==> config.mk <==
export PLATFORM = sky130hd
export DESIGN_NAME = multicycle_control_unit
export DESIGN_NICKNAME = d
export VERILOG_FILES = /design/src/rtl/multicycle_control_unit.sv
export SDC_FILE = /design/constraint.sdc
export NUM_CORES = 1
export LEC_CHECK = 0
export BUFFER_PORTS_ARGS = -buffer_cell sky130_fd_sc_hd__buf_4
export CAP_MARGIN = 20
export CELL_PAD_IN_SITES_DETAIL_PLACEMENT = 1
export CELL_PAD_IN_SITES_GLOBAL_PLACEMENT = 2
export CORE_MARGIN = 2
export CORE_UTILIZATION = 31
export DETAILED_ROUTE_END_ITERATION = 6
export PLACE_DENSITY = 0.86
export REMOVE_ABC_BUFFERS = 1
export SETUP_SLACK_MARGIN = 0.05
export SYNTH_ARGS = -nofsm -noshare
export SYNTH_HDL_FRONTEND = slang
export SYNTH_SLANG_ARGS = --single-unit
export TNS_END_PERCENT = 30
==> constraint.sdc <==
create_clock -name Clock -period 7.7 [get_ports Clock]
set_input_delay 1.155 -clock Clock [delete_from_list [all_inputs] [get_ports Clock]]
set_output_delay 1.155 -clock Clock [all_outputs]
set_load 0.05 [all_outputs]
==> src/rtl/multicycle_control_unit.sv <==
// Multi-cycle instruction sequencer for the 18-bit CPU: owns PC/IR, fetches over a
// ready-handshake memory port and drives ALU / register-file control to the datapath.
module multicycle_control_unit #(
    parameter int unsigned         PC_WIDTH = 10,
    parameter logic [PC_WIDTH-1:0] RESET_PC = '0
) (
    input  logic                Clock,
    input  logic                Clear,
    input  logic [17:0]         MemRData,
    input  logic                MemReady,
    input  logic                CmpEq,
    input  logic                CmpGt,
    output logic [PC_WIDTH-1:0] MemAddr,
    output logic                MemRead,
    output logic                MemWrite,
    output logic [3:0]          ReadAddress1,
    output logic [3:0]          ReadAddress2,
    output logic [3:0]          WriteAddress,
    output logic                RegWrite,
    output logic                WBSel,
    output logic [1:0]          ALUControl,
    output logic                ALUSrcB,
    output logic [17:0]         Imm,
    output logic [PC_WIDTH-1:0] PC,
    output logic                Halted
);

    typedef enum logic [2:0] {
        StFetch, StDecode, StExec, StMem, StWb, StHalt
    } state_e;

    localparam logic [3:0] OpAdd  = 4'h0;
    localparam logic [3:0] OpAddi = 4'h1;
    localparam logic [3:0] OpAnd  = 4'h2;
    localparam logic [3:0] OpAndi = 4'h3;
    localparam logic [3:0] OpNand = 4'h4;
    localparam logic [3:0] OpNor  = 4'h5;
    localparam logic [3:0] OpLd   = 4'h6;
    localparam logic [3:0] OpSt   = 4'h7;
    localparam logic [3:0] OpJump = 4'h8;
    localparam logic [3:0] OpBeq  = 4'h9;
    localparam logic [3:0] OpBgt  = 4'hA;
    localparam logic [3:0] OpBlt  = 4'hB;
    localparam logic [3:0] OpBge  = 4'hC;
    localparam logic [3:0] OpBle  = 4'hD;
    localparam logic [3:0] OpHalt = 4'hF;

    localparam logic [PC_WIDTH-1:0] PcOne = {{(PC_WIDTH-1){1'b0}}, 1'b1};

    state_e              state_q, state_d;
    logic [PC_WIDTH-1:0] pc_q, pc_d;
    logic [17:0]         ir_q, ir_d;

    logic [3:0]          opcode;
    logic                is_alu, is_itype, is_branch, is_mem, br_taken;
    logic [PC_WIDTH-1:0] off14_ext, off6_ext, ir_addr;

    assign opcode    = ir_q[17:14];
    assign is_alu    = (opcode <= OpNor);
    assign is_itype  = (opcode == OpAddi) || (opcode == OpAndi);
    assign is_branch = (opcode >= OpBeq) && (opcode <= OpBle);
    assign is_mem    = (opcode == OpLd) || (opcode == OpSt);
    assign off14_ext = PC_WIDTH'($signed(ir_q[13:0]));
    assign off6_ext  = PC_WIDTH'($signed(ir_q[5:0]));
    assign ir_addr   = PC_WIDTH'(ir_q[9:0]);

    always_comb begin
        br_taken = 1'b0;
        unique case (opcode)
            OpBeq:   br_taken = CmpEq;
            OpBgt:   br_taken = CmpGt;
            OpBlt:   br_taken = !CmpGt && !CmpEq;
            OpBge:   br_taken = CmpGt || CmpEq;
            OpBle:   br_taken = !CmpGt;
            default: br_taken = 1'b0;
        endcase
    end

    always_comb begin
        state_d = state_q;
        pc_d    = pc_q;
        ir_d    = ir_q;
        unique case (state_q)
            StFetch: begin
                if (MemReady) begin
                    ir_d    = MemRData;
                    pc_d    = pc_q + PcOne;
                    state_d = StDecode;
                end
            end
            StDecode: begin
                // pc_q already points past this instruction, so offsets are PC+1 relative.
                state_d = StFetch;
                if (opcode == OpJump) begin
                    pc_d = pc_q + off14_ext;
                end else if (is_branch && br_taken) begin
                    pc_d = pc_q + off6_ext;
                end
                if (is_alu) begin
                    state_d = StExec;
                end else if (is_mem) begin
                    state_d = StMem;
                end else if (opcode == OpHalt) begin
                    state_d = StHalt;
                end
            end
            StExec:  state_d = StWb;
            StMem: begin
                if (MemReady) begin
                    state_d = (opcode == OpLd) ? StWb : StFetch;
                end
            end
            StWb:    state_d = StFetch;
            StHalt:  state_d = StHalt;
            default: state_d = StFetch;
        endcase
    end

    always_ff @(posedge Clock or negedge Clear) begin
        if (!Clear) begin
            state_q <= StFetch;
            pc_q    <= RESET_PC;
            ir_q    <= '0;
        end else begin
            state_q <= state_d;
            pc_q    <= pc_d;
            ir_q    <= ir_d;
        end
    end

    // Strobes are gated by Clear so nothing is asserted while reset is held.
    always_comb begin
        MemAddr  = pc_q;
        MemRead  = 1'b0;
        MemWrite = 1'b0;
        RegWrite = 1'b0;
        unique case (state_q)
            StFetch: MemRead = Clear;
            StMem: begin
                MemAddr  = ir_addr;
                MemRead  = Clear && (opcode == OpLd);
                MemWrite = Clear && (opcode == OpSt);
            end
            StWb:    RegWrite = Clear;
            default: ;
        endcase
    end

    always_comb begin
        ReadAddress1 = 4'd0;
        ReadAddress2 = 4'd0;
        if (is_alu) begin
            ReadAddress1 = ir_q[9:6];
            ReadAddress2 = ir_q[5:2];
        end else if (is_branch) begin
            ReadAddress1 = ir_q[13:10];
            ReadAddress2 = ir_q[9:6];
        end else if (opcode == OpSt) begin
            ReadAddress2 = ir_q[13:10];
        end
    end

    always_comb begin
        ALUControl = 2'b00;
        unique case (opcode)
            OpAdd, OpAddi: ALUControl = 2'b00;
            OpAnd, OpAndi: ALUControl = 2'b01;
            OpNand:        ALUControl = 2'b10;
            OpNor:         ALUControl = 2'b11;
            default:       ALUControl = 2'b00;
        endcase
    end

    always_comb begin
        Imm = 18'd0;
        if (is_itype) begin
            Imm = {{12{ir_q[5]}}, ir_q[5:0]};
        end else if (is_mem) begin
            Imm = {8'd0, ir_q[9:0]};
        end
    end

    assign ALUSrcB      = is_itype;
    assign WriteAddress = ir_q[13:10];
    assign WBSel        = (opcode == OpLd);
    assign PC           = pc_q;
    assign Halted       = (state_q == StHalt);

endmodule

==> Word level (Yosys, flattened, before mapping) <==
Index checks and enable logic that the tools add are counted.
{ "op_classes": {"n_reduce_logical": 16, "add_sub_neg": 3, "mux": 24, "eq_ne": 22, "n_lt_le_gt_ge": 3} }
{ "op_table": {"columns": ["op", "count"], "rows": [
  ["$mux 10", 5],
  ["$eq 4x4->1 const B", 7],
  ["$add 10x10->10", 2],
  ["$mux 4", 5],
  ["$pmux 10 s2", 1],
  ["$mux 18", 1],
  ["$mux 3", 6],
  ["$eq 4x3->1 const B", 4],
  ["$pmux 3 s5", 1],
  ["$add 10x1->10 const B", 1],
  ["$eq 4x2->1 const B", 2],
  ["$eq 3x2->1 const B", 2],
  ["$eq 3x3->1 const B", 2],
  ["$pmux 2 s3", 1],
  ["$logic_and 1x1->1", 5],
  ["$pmux 1 s5", 1],
  ["$eq 4x1->1 const B", 1],
  ["$ge 4x4->1 const B", 1],
  ["$le 4x3->1 const B", 1],
  ["$le 4x4->1 const B", 1],
  ["$ne 2x2->1 const B", 2],
  ["$reduce_and 2->1", 2],
  ["$eq 3x1->1 const B", 1],
  ["$logic_not 3->1", 1],
  ["other kinds (8)", 12]
]} }
{ "totals": {"ff_bits": 31, "out_inout_bits": 58, "input_bits": 23} }

==> Depth between registers and ports, before layout <==
{ "depth": {"word_depth": 7, "mapped_depth": 11} }

==> Worst setup path after synthesis <==
OpenSTA, ideal clock, no wires.
{ "synth_path": {"path_type": "flip-flop to output port", "startpoint": "register ir_q[16]", "endpoint": "output port Imm[6]", "slack_ns": 3.820, "arrival_time_ns": 2.725, "path_stages_with_launch": 7, "required_time_ns": 6.545, "cell_sequence": "dfrtp_1 > buf_2 > nand2b_1 > nor2_1 > and2_1 > clkbuf_1 > a21o_1"} }
{ "synth_via": {"word_cells_on_any_way": 8, "cone_classes": "eq/ne (4); mux (2); reduce/logical (2)"} }
{ "synth_rtl": {"columns": ["element", "line", "source"], "rows": [
  ["start, declared", "52", "logic [17:0] ir_q, ir_d;"],
  ["start signal, assigned", "127", "ir_q <= ir_d;"],
  ["$eq 4x1->1 / $eq 4x2->1 (equally long branches)", "60", "assign is_itype = (opcode == OpAddi) || (opcode == OpAndi);"],
  ["$logic_or 1x1->1 *", "60", null],
  ["named net ALUSrcB", "22", "output logic ALUSrcB,"],
  ["$mux 18 *", "176", "if (is_itype) begin"],
  ["end, declared", "23", "output logic [17:0] Imm,"]
]} }
The timed path passes the listed nets; every way through them passes the cells marked *.

==> Worst setup path after layout <==
{ "layout_path": {"startpoint": "register ir_q[16]", "endpoint": "output port ReadAddress2[2]"} }
{ "layout_via": {"elab_chain_len": 4, "word_cells_on_any_way": 8, "cone_classes": "order compare (3); eq/ne (1); mux (3); reduce/logical (1)"} }
{ "layout_rtl": {"columns": ["element", "line", "source"], "rows": [
  ["$ge 4x4->1 (tied with other cells)", "61", "assign is_branch = (opcode >= OpBeq) && (opcode <= OpBle);"],
  ["$logic_and 1x1->1 / $mux 4 (equally long branches)", "61, 158", null],
  ["$mux 4", "155", "end else if (is_branch) begin"],
  ["$mux 4 *", "152", "if (is_alu) begin"],
  ["end, declared", "17", "output logic [3:0] ReadAddress2,"]
]} }
Every way passes the cells marked *; elsewhere a longest branch is shown, timed or not.

==> impl_metrics.json <==
{
  "cp-startpoint": "ir_q[16]",
  "ant_nets": 0,
  "viasPerCell": 5.003,
  "rr_endpoint": "PC[9]",
  "tightest_slew_ns": 0.9964,
  "wl_met3_um": 324,
  "root_buffer": "clkbuf_8",
  "die_h_um": 88.71,
  "start_kind": "flop",
  "fin_nets": 329,
  "synth_fa_ha_area_share_pct": 5.962,
  "synthFlopType": "dfrtp_1",
  "placed_cell_area_sq_mm": 0.002813,
  "reg2reg_depth": 11,
  "r2r_start": "state_q[1]",
  "cp.required_ns": 6.55,
  "fillers": 807,
  "synth_edf_count": 0,
  "die_area_sq_mm": 0.007869,
  "critPathCaptureType": "output port",
  "routedWlPerCell_um": 16.21,
  "grt_antenna_before_repair": 0,
  "rsz0062_at_grt": "no",
  "synth-simple-area-share_pct": 15.52,
  "cts_sinks": 31,
  "maxSlewViolCount": 0,
  "yosysTopAreaCell": "dfrtp_1",
  "clk_pin_slew_ns": 0.07,
  "synth-xor-area-share_pct": 3.150,
  "netlist_instances": 229,
  "post-route-period-util_pct": 42.28,
  "synth_top_family_by_area": "compound AO/OA/AOI/OAI gates",
  "initial_core_util_pct": 32.39,
  "drv_cap": 0,
  "first_iter_violations": 78,
  "postCtsSetupRepairBufs": 0,
  "worst-setup-path-type": "reg -> out",
  "fin_util_pct": 42.66,
  "synthMuxAreaShare_pct": 15.69,
  "area.growth.synth_to_final_pct": 31.72,
  "setup_viol": 0,
  "via_count": 1966,
  "cts_buffer_depth": 2,
  "postCtsHoldBufs": 0,
  "endpoint": "ReadAddress2[2]",
  "post_cts_resized": 0,
  "fin_area_sq_mm": 0.002930,
  "synth_top_cell_area_share_pct": 34.87,
  "synth_area_sq_mm": 0.002225,
  "synth_compound_area_share_pct": 17.32,
  "overflow": 0,
  "max_freq_mhz": 307.2,
  "rows": 30,
  "register_area_sq_um": 775.7,
  "die_w_um": 88.71,
  "dp_hpwl_mm": 4.796,
  "antenna_cells": 0,
  "synth_cell_types": 43,
  "cts_buffers": 5,
  "ys_seq_elements": 31,
  "met1_length_mm": 2.900,
  "core_region_area_sq_mm": 0.006869,
  "reg2reg_slack_ns": 4.63,
  "ys_warn_count": 0,
  "synthArstFlopShare_pct": 100.0,
  "insertion_delay_ns": 0.29,
  "tritoncts": "done",
  "port_buffers": 80,
  "dr.pass1.iters": 5,
  "gp_congestion": 0.7958,
  "hold_viol_final": 0,
  "hp-class": "reg -> reg",
  "period_minus_slack_ns": 3.256,
  "synth_area_leaders": "dfrtp_1 (35%), mux2_2 (15%), ha_1 (5.1%)",
  "crit_arrival_ns": 2.10,
  "grt_max_degree": 35,
  "routed.top_layer": "met4",
  "wl_met2_mm": 3.088,
  "fin_tns_setup_ns": 0,
  "grt_first_pass_wirelength_mm": 10.12,
  "postSynthAreaPerCell_sq_um": 9.715,
  "worst-path-max-fanout": 14,
  "drc": 0,
  "track_usage_pct": 16.93,
  "status": "finished, final reports clean",
  "cts_htree_levels": 2,
  "yosysSeqAreaShare_pct": 34.87,
  "multi_input_area_sq_mm": 0.001282,
  "layout-drive-gt1-share_pct": 41.41,
  "io_pins": 81,
  "wl_mm": 6.370,
  "max-slew-margin-rel_pct": 33.57,
  "final.setup_skew_ns": 0.008034,
  "grt_pass1_vias": 1919
}
==> how the worst min path moves through the flow <==
| stage | startpoint | end | slack, ns | cells after the start |
|---|---|---|---|---|
| floorplan | ir_q[0] | ir_q[0] | 0.51 | 1 |
| global placement | PC[9] | PC[9] | 0.50 | 1 |
| detailed placement | PC[9] | PC[9] | 0.51 | 1 |
| CTS | PC[9] | PC[9] | 0.53 | 1 |
| global route | PC[9] | PC[9] | 0.58 | 1 |
| finish | PC[9] | PC[9] | 0.54 | 1 |
==> final cells by class <==
| type | instances | area share [%] |
|---|---|---|
| Inverter | 9 | 1.153 |
| Clock inverter | 2 | 1.196 |
| Clock buffer | 6 | 2.818 |
| Timing Repair Buffer | 80 | 20.50 |
| Sequential cell | 31 | 26.47 |
| Tap cell | 96 | 4.099 |
| Multi-Input combinational cell | 169 | 43.77 |
==> cell usage after synthesis (6+ instances only) <==
| master | count |
|---|---|
| dfrtp_1 | 31 |
| mux2_2 | 30 |
| nand2_1 | 18 |
| nor2_1 | 15 |
| buf_4 | 14 |
| a21oi_1 | 13 |
| and2_1 | 11 |
| ha_1 | 9 |
| inv_1 | 8 |
| a21o_1 | 6 |
| nand2b_1 | 6 |
| o21ai_1 | 6 |
| xor2_1 | 6 |
==> stage by stage <==
step	instances	worst slack, ns	hold WS, ns
after floorplan	209	1.842	0.5072
after global placement	385	4.572	0.5034
after detailed placement	385	4.544	0.5126
after CTS	393	4.428	0.5344
after global routing	393	4.187	0.5817
final	393	4.444	0.5383
==> placed cells by master, fill, tap and decap left out, types with 4 or more instances in the layout <==
cell / instances
inv_1: 8
nor2_1: 15
a222oi_1: 4
dfrtp_1: 31
o21ai_0: 4
buf_4: 80
a21oi_1: 13
a21o_1: 6
ha_1: 9
nand2b_1: 6
a22o_1: 4
xor2_1: 6
and3_1: 4
nand2_1: 18
nor3_1: 4
o21ai_1: 6
and2_1: 11
clkbuf_8: 6
mux2_2: 30
==> cell families after synthesis <==
logic type / Yosys count
and+or+nand+nor: 66
DFF: 31
buffers and inverters: 29
adders and majority gates: 10
AOI/OAI and AO/OA: 54
xor gates and xnor gates: 8
muxes: 31
==> sequential cells by signal, summed over array words and instances, names as in the netlist <==
register  count
ir_q         18
PC           10
state_q       3
==> metal layers <==
metal	vias up	global-route usage [%]
li1	946	-
met1	956	23.27
met2	59	26.80
met3	5	3.918
met4	0	4.545
met5	-	0
==> worst max-delay path: stages (launching register included) <==
cell	delay, ns
dfrtp_1	0.60
nand2_1	0.23
nor3_1	0.51
a222oi_1	0.19
inv_1	0.10
buf_4	0.20
Power is left out: the tool's default activity adds up to more than one toggle a clock period on the data nets, which glitch-free logic cannot reach.
